===== config.mk =====
export PLATFORM = sky130hd
export DESIGN_NAME = lm32_itlb_refill
export DESIGN_NICKNAME = d
export VERILOG_FILES = /design/src/rtl/lm32_itlb_refill.sv
export SDC_FILE = /design/constraint.sdc
export NUM_CORES = 1
export LEC_CHECK = 0
export BUFFER_PORTS_ARGS = -buffer_cell sky130_fd_sc_hd__buf_2
export CAP_MARGIN = 20
export CORE_AREA = 2 2 146 148
export CTS_BUF_LIST = sky130_fd_sc_hd__clkbuf_16
export CTS_CLUSTER_SIZE = 25
export DETAILED_ROUTE_END_ITERATION = 12
export DIE_AREA = 0 0 148 150
export PLACE_DENSITY = 0.58
export SYNTH_ARGS = -nofsm -noshare
export SYNTH_HDL_FRONTEND = slang
export SYNTH_SLANG_ARGS = --single-unit

===== constraint.sdc =====
create_clock -name clk_i -period 3.3 [get_ports clk_i]
set_input_delay 0.99 -clock clk_i [delete_from_list [all_inputs] [get_ports clk_i]]
set_output_delay 0.99 -clock clk_i [all_outputs]
set_load 0.02 [all_outputs]

===== src/rtl/lm32_itlb_refill.sv =====
// ITLB refill engine: walks a single-level page table over a Wishbone classic
// read port and writes {valid, tag, pfn} into the ITLB RAM, or reports a fault.
module lm32_itlb_refill #(
    parameter int unsigned itlb_sets      = 1024,
    parameter int unsigned page_size      = 4096,
    parameter int unsigned timeout_cycles = 256,
    localparam int unsigned IW = $clog2(itlb_sets),
    localparam int unsigned OW = $clog2(page_size),
    localparam int unsigned TW = 1 + (32 - OW - IW) + (32 - OW),
    localparam int unsigned CW = $clog2(timeout_cycles + 1)
) (
    input  logic          clk_i,
    input  logic          rst_i,
    input  logic          enable_i,
    input  logic [31:0]   ptbr_i,
    input  logic          miss_i,
    input  logic [31:0]   miss_vaddr_i,
    input  logic          flush_i,
    output logic          busy_o,
    output logic          refill_done_o,
    output logic          refill_fault_o,
    output logic [1:0]    fault_cause_o,
    output logic [31:0]   fault_vaddr_o,
    output logic          tlb_we_o,
    output logic [IW-1:0] tlb_index_o,
    output logic [TW-1:0] tlb_wdata_o,
    output logic [31:0]   pw_adr_o,
    output logic          pw_cyc_o,
    output logic          pw_stb_o,
    input  logic [31:0]   pw_dat_i,
    input  logic          pw_ack_i,
    input  logic          pw_err_i
);

    typedef enum logic [2:0] {
        S_IDLE,
        S_BUS,
        S_WRITE,
        S_DONE,
        S_FAULT
    } state_t;

    localparam logic [1:0] CAUSE_INVALID = 2'b01;
    localparam logic [1:0] CAUSE_BUSERR  = 2'b10;
    localparam logic [1:0] CAUSE_TIMEOUT = 2'b11;

    state_t        state, state_n;
    logic [CW-1:0] cnt, cnt_n;
    logic [31:0]   adr_q, adr_n;
    logic [31:0]   vaddr_q, vaddr_n;
    logic [31:OW]  pte_q, pte_n;
    logic [1:0]    cause_q, cause_n;
    logic [31:0]   fvaddr_q, fvaddr_n;
    logic          busy_q, cyc_q, we_q, done_q, fault_q;

    // Byte-address alignment bits and PTE flag bits other than valid carry no meaning here.
    logic unused_bits;
    assign unused_bits = ^{ptbr_i[1:0], pw_dat_i[OW-1:1]};

    // Next-state and datapath updates; flush overrides everything and never records a fault.
    always_comb begin
        state_n  = state;
        cnt_n    = cnt;
        adr_n    = adr_q;
        vaddr_n  = vaddr_q;
        pte_n    = pte_q;
        cause_n  = cause_q;
        fvaddr_n = fvaddr_q;
        case (state)
            S_IDLE: begin
                if (miss_i && enable_i) begin
                    vaddr_n = miss_vaddr_i;
                    adr_n   = {ptbr_i[31:2], 2'b00} + 32'({miss_vaddr_i[31:OW], 2'b00});
                    cnt_n   = '0;
                    state_n = S_BUS;
                end
            end
            S_BUS: begin
                if (pw_err_i) begin
                    cause_n  = CAUSE_BUSERR;
                    fvaddr_n = vaddr_q;
                    state_n  = S_FAULT;
                end else if (pw_ack_i) begin
                    pte_n = pw_dat_i[31:OW];
                    if (pw_dat_i[0]) begin
                        state_n = S_WRITE;
                    end else begin
                        cause_n  = CAUSE_INVALID;
                        fvaddr_n = vaddr_q;
                        state_n  = S_FAULT;
                    end
                end else if (cnt == CW'(timeout_cycles - 1)) begin
                    cause_n  = CAUSE_TIMEOUT;
                    fvaddr_n = vaddr_q;
                    state_n  = S_FAULT;
                end else begin
                    cnt_n = cnt + CW'(1);
                end
            end
            S_WRITE: state_n = S_DONE;
            S_DONE:  state_n = S_IDLE;
            S_FAULT: state_n = S_IDLE;
            default: state_n = S_IDLE;
        endcase
        if (flush_i) begin
            state_n  = S_IDLE;
            cause_n  = cause_q;
            fvaddr_n = fvaddr_q;
        end
    end

    // State, datapath and registered output flags decoded from the next state.
    always_ff @(posedge clk_i or negedge rst_i) begin
        if (!rst_i) begin
            state    <= S_IDLE;
            cnt      <= '0;
            adr_q    <= '0;
            vaddr_q  <= '0;
            pte_q    <= '0;
            cause_q  <= '0;
            fvaddr_q <= '0;
            busy_q   <= 1'b0;
            cyc_q    <= 1'b0;
            we_q     <= 1'b0;
            done_q   <= 1'b0;
            fault_q  <= 1'b0;
        end else begin
            state    <= state_n;
            cnt      <= cnt_n;
            adr_q    <= adr_n;
            vaddr_q  <= vaddr_n;
            pte_q    <= pte_n;
            cause_q  <= cause_n;
            fvaddr_q <= fvaddr_n;
            busy_q   <= (state_n != S_IDLE);
            cyc_q    <= (state_n == S_BUS);
            we_q     <= (state_n == S_WRITE);
            done_q   <= (state_n == S_DONE);
            fault_q  <= (state_n == S_FAULT);
        end
    end

    // A flush arriving in the write cycle must kill the write in that same cycle.
    assign tlb_we_o       = we_q && !flush_i;
    assign tlb_index_o    = vaddr_q[OW+IW-1:OW];
    assign tlb_wdata_o    = {1'b1, vaddr_q[31:OW+IW], pte_q};
    assign busy_o         = busy_q;
    assign refill_done_o  = done_q;
    assign refill_fault_o = fault_q;
    assign fault_cause_o  = cause_q;
    assign fault_vaddr_o  = fvaddr_q;
    assign pw_adr_o       = adr_q;
    assign pw_cyc_o       = cyc_q;
    assign pw_stb_o       = cyc_q;

endmodule

**Word-level counts from Yosys, hierarchy flattened**

Cells that the tools add are included.
W data, S select, Z words.

- Register bits: 135
- Latch bits: 0
- Memory bits (writable): 0
- Bits in read-only memories: 0
- Input bits: 103
- Memories kept: 0

- Add/sub/neg operators: 2
- Multiply operators: 0
- Divide/modulo/power cells: 0
- Magnitude comparators: 0
- Equal/unequal tests: 12
- Shifts and indexed selects: 0
- Muxes and demuxes: 20
- Bitwise gates (word level): 2
- Reduce and logical (&&, ||, !) cells: 11

Operator list:

| kind | count |
|---|---|
| $mux W32 | 4 |
| $mux W9 | 4 |
| $add A32 B22 Y32 | 1 |
| $mux W3 | 6 |
| $pmux W9 S2 | 1 |
| $add A9 B1 Y9 const B | 1 |
| $eq A3 B2 Y1 const B | 3 |
| $eq A9 B8 Y1 const B | 1 |
| $pmux W3 S3 | 1 |
| $mux W2 | 4 |
| $ne A2 B2 Y1 const B | 4 |
| $eq A3 B1 Y1 const B | 2 |
| $reduce_bool A3 Y1 | 2 |
| $reduce_and A5 Y1 | 1 |
| $reduce_and A4 Y1 | 1 |
| $eq A3 B3 Y1 const B | 1 |
| $logic_not A3 Y1 | 1 |
| $ne A3 B2 Y1 const B | 1 |
| $reduce_and A3 Y1 | 1 |
| $logic_and A1 B1 Y1 | 2 |
| $not A1 Y1 | 2 |
| $reduce_and A2 Y1 | 1 |
| $reduce_bool A2 Y1 | 1 |
| $logic_not A1 Y1 | 1 |

**Depth between registers and ports, before layout**

- Depth after elaboration: 7
- Mapped depth: 12

**Worst setup path before layout**

OpenSTA, ideal clock, no wires.

- Kind: input-to-reg
- From: input port ptbr_i[2]
- To: register adr_q[28], in the netlist pw_adr_o[28]
- Library setup time: 129 ps
- Arrival: 2751 ps
- Required time: 3171 ps
- Slack: 420 ps
- Cell stages on the path: 9
- Cell sequence: ha_1 fa_1 a211oi_1 o211ai_1 and2_1 a21oi_2 a311oi_2 xnor2_1 o21ai_1

- Longest elaborated chain between the ends: 1

RTL lines:

| item | line | text |
|---|---|---|
| start: declaration | 15 | `input logic [31:0] ptbr_i,` |
| $add A32 B22 Y32 | 73 | `adr_n = {ptbr_i[31:2], 2'b00} + 32'({miss_vaddr_i[31:OW], 2'b00});` |
| end signal: assignment | 130 | `adr_q <= adr_n;` |
| end: declaration | 49 | `logic [31:0] adr_q, adr_n;` |

No other way between the ends.
A chain may end at the register's enable or synchronous reset.

**Worst setup path after layout**

- From: input port miss_vaddr_i[12]
- To: register adr_q[16], in the netlist pw_adr_o[16]

- Longest elaborated chain between the ends: 1

RTL lines:

| item | line | text |
|---|---|---|
| start: declaration | 17 | `input logic [31:0] miss_vaddr_i,` |
| $add A32 B22 Y32 | 73 |  |

No other way between the ends.

==> metrics <==
Top-Level Pins=216; Gates resized, CTS repair=0; initial antenna violation count=0; CP arrival=roughly 3.2 ns; hold_sp=vaddr_q[10]$_DFFE_PN0P_; Starting Density=a little under a third; DR WL/cell=between 10 and 15 µm; share of the synthesized area in the top cell type=51.2%; Core Area=about 21,000 µm²; worst-margin pin slew=0.814 ns; Clk Latency, worst-skew pair=0.42 ns; adder and majority cell fraction of the synthesized area=4.54%; XOR/XNOR Fraction of Synth Area=under 10%; mux contribution to synthesized area=3.46%; switching fraction of total power=33.8%; simple-gate portion of the synthesized area=a little over a fifth; min-delay worst type=register to register; Total GRT Usage=roughly 16%; Detailed Routing Iterations Pass 1=4; Worst Setup End Kind=register; unrepaired setup endpoints after global routing=false; worst hold margin=0.457 ns; CTS Sinks=about 130; Tmin final=a little under 3 ns; Vias/cell=4.57; # DRC=0; crit-path cells=buf_2 > ha_1 > fa_1 > a211oi_1 > o211ai_1 > and2_1 > a21oi_2 > buf_4 > xor2_1 > o21ai_0; total number of vias=5,411; slew margin rel.=45.5%; Nets=approximately 1,000; R2R depth=12; Reg-to-Reg End=fault_vaddr_o[23]$_DFFE_PN0P_; Worst path slowest cell=fa_1; Fmax=343 MHz; CTS Buf Count=17; Fillers=roughly 2,100; GPL Wtd Cong=0.835; CP startpoint kind=input pin; H-tree lvl count=4; post-DP HPWL=13,300 µm; Worst-path clk slew=0.06 ns; CP Max Fanout=5; Synth Area in Compound Gates=~10%; final worst-path cycle share=88.3%; hold-critical path endpoint=fault_vaddr_o[10]$_DFFE_PN0P_; Synth cell types=59; run status=completed; Cell Pwr Density=670 nW/µm²; initial drt markers=197; first-pass GRT wire length=27,900 µm; clock group share of total power=34.4%; number of synthesized flops with an enable pin=0; leakage=4.45 nW; max-capacitance violation count=0; vias in the first global route=5,279; WP data required=3.59 ns; crit-path leading delay family=compound AO/OA/AOI/OAI gates; Root Driver=clkbuf_16; die area=22,200 µm²; Switch Pwr=1.91 mW; Syn-to-layout area delta=29.7%; synth top area cells=dfrtp_1 51%, nand2_1 15%, ha_1 4.2%; CP startpoint=miss_vaddr_i[12]; CTS Hold Buffers Added=0; setup TNS=0 ns; post-CTS setup buffers=0; Clock Skews=0.0120 ns; worst reg-to-reg setup slack=between 0.7 and 0.8 ns; CTS Buffer Depth=2; Most used DFF post-synth=dfrtp_1; register area share after synthesis=between 50% and 60%; Internal Power=3.74 mW; WL final=about 18,000 µm; CTS tree=built; Placed Cells=1,152; flop and latch count out of synthesis=133; setup violators final=0; largest net degree at the start of global routing=75; RR Startpoint=cnt[0]$_DFFE_PN0P_; mapped cell area=6500 µm²; die width=148 µm; max-slew violation count=0; Finished Layout Cells=1,184; largest family of logic cells by synthesized area=simple AND/OR/NAND/NOR gates; Buf+Inv Stages, Crit Path=2; layout cell share with drive strength beyond 1=32.2%; Fin. Hold Viols=0; largest area contributor in the netlist=dfrtp_1; Synth Area per Inst=9.29 µm²; Syn Inst Count=700; ANT nets after route=0; number of synthesis warnings=0; Comb pwr share=27.1%; slowest cell delay on critical path=~0.41 ns; Die H=150 µm; row count=53; # port buffers=199; WS Path Type=input pin to register; Hold Path Cell Cnt=2; Inserted Diodes=0; VDD IR max=roughly 0.28 mV; ys async rst share=100%; sequential share of power=around two fifths; grt ovf=0
==> power by group through the flow <==
stage	logic (mW)	clock network, mW	registers, mW
finish	1.53	1.94	2.17
global route	1.68	2.08	2.22
CTS	1.56	2.00	2.18
detailed placement	1.55	0	2.21
global placement	1.54	0	2.20
floorplan	0.626	0	2.54
==> metrics by stage <==
step                      util, %  instance area (µm²)  setup slack (ns)  total power, mW
after floorplan                 -                 6500             0.420             3.17
after detailed placement     37.8                 7830          -0.00934             3.76
after global placement       37.8                 7830           0.00416             3.73
after CTS                    40.7                 8430             0.430             5.73
after global routing         40.7                 8430             0.209             5.98
final                        40.7                 8430             0.387             5.65
==> how the worst max path moves through the flow <==
| stage | to | slack [ns] | depth (start not counted) |
|---|---|---|---|
| CTS | pw_adr_o[12]$_DFFE_PN0P_ | 0.43 | 10 |
| finish | pw_adr_o[16]$_DFFE_PN0P_ | 0.39 | 10 |
| floorplan | pw_adr_o[28]$_DFFE_PN0P_ | 0.42 | 9 |
| global route | pw_adr_o[20]$_DFFE_PN0P_ | 0.21 | 10 |
| global placement | pw_adr_o[16]$_DFFE_PN0P_ | 0.004 | 10 |
| detailed placement | pw_adr_o[16]$_DFFE_PN0P_ | -0.009 | 10 |
==> routing by layer <==
layer / wire, µm / part of all wire (%) / GRT usage (%)
met1: 8170 / 47 / 21.2
met2: 8180 / 47 / 26.2
met3: 1010 / 5.7 / 4.36
met4: 187 / 1.1 / 4.57
met5: 0 / 0 / 0
==> synthesized netlist by cell type, drive strengths merged (8+ instances only) <==
cell      n
buf      35
xor2     18
inv       9
nor2     29
nand2   252
clkbuf   18
a21oi    25
nand4     9
xnor2    13
ha       22
mux2     20
dfrtp   133
o21ai    41
nand3     8
==> area by class of cell <==
type,count,area [µm²],area share (%)
clock inverter,15,180,2.14
clock buffer,17,425,5.05
sequential,133,3330,39.5
inverter,10,37.5,0.445
multi-input combinational,505,2840,33.7
tap,275,344,4.08
timing repair buffer,229,1280,15.2
==> flip-flops by register name, indices dropped and copies added, names as in the netlist <==
| register | count |
|---|---|
| busy_o | 1 |
| cnt | 9 |
| fault_cause_o | 2 |
| fault_vaddr_o | 32 |
| pte_q | 20 |
| pw_adr_o | 30 |
| pw_cyc_o | 1 |
| refill_done_o | 1 |
| refill_fault_o | 1 |
| state | 3 |
| vaddr_q | 32 |
| we_q | 1 |
==> worst reg2reg max path, delay by kind of cell, from the launching register on <==
kind / cells / cell delay, ns
simple gates: 7 / 1.04
buf+inv: 2 / 0.54
flops: 1 / 0.41
fa+ha+maj: 2 / 0.40
compound gates: 1 / 0.11
==> logic make-up after synthesis <==
logic type / Yosys count
compound gates: 103
xor+xnor: 31
fa+ha+maj: 23
buf+inv: 63
flops: 133
mux: 20
other cells: 2
simple gates: 325
==> cells in the final DEF, fill, tap and decap left out, drive strengths merged, types with 3 or more instances in the layout <==
cell type / netlist / final
dfrtp: 133 / 133
inv: 9 / 12
o211ai: 5 / 5
a31oi: 4 / 4
nand4: 9 / 9
nor2: 29 / 29
nand2: 252 / 252
o21ai: 41 / 41
clkinvlp: 0 / 3
buf: 35 / 229
o21a: 3 / 3
o22ai: 3 / 3
a22o: 3 / 3
xor2: 18 / 18
a21oi: 25 / 25
mux2: 20 / 20
ha: 22 / 22
and4: 3 / 3
a21o: 3 / 3
xnor2: 13 / 13
nand3: 8 / 8
nor4: 4 / 4
clkinv: 1 / 7
clkbuf: 18 / 17
conb: 2 / 3
a211oi: 4 / 4
bufinv: 0 / 3
and3: 5 / 5
No activity file was read; power rests on OpenSTA's default activity.
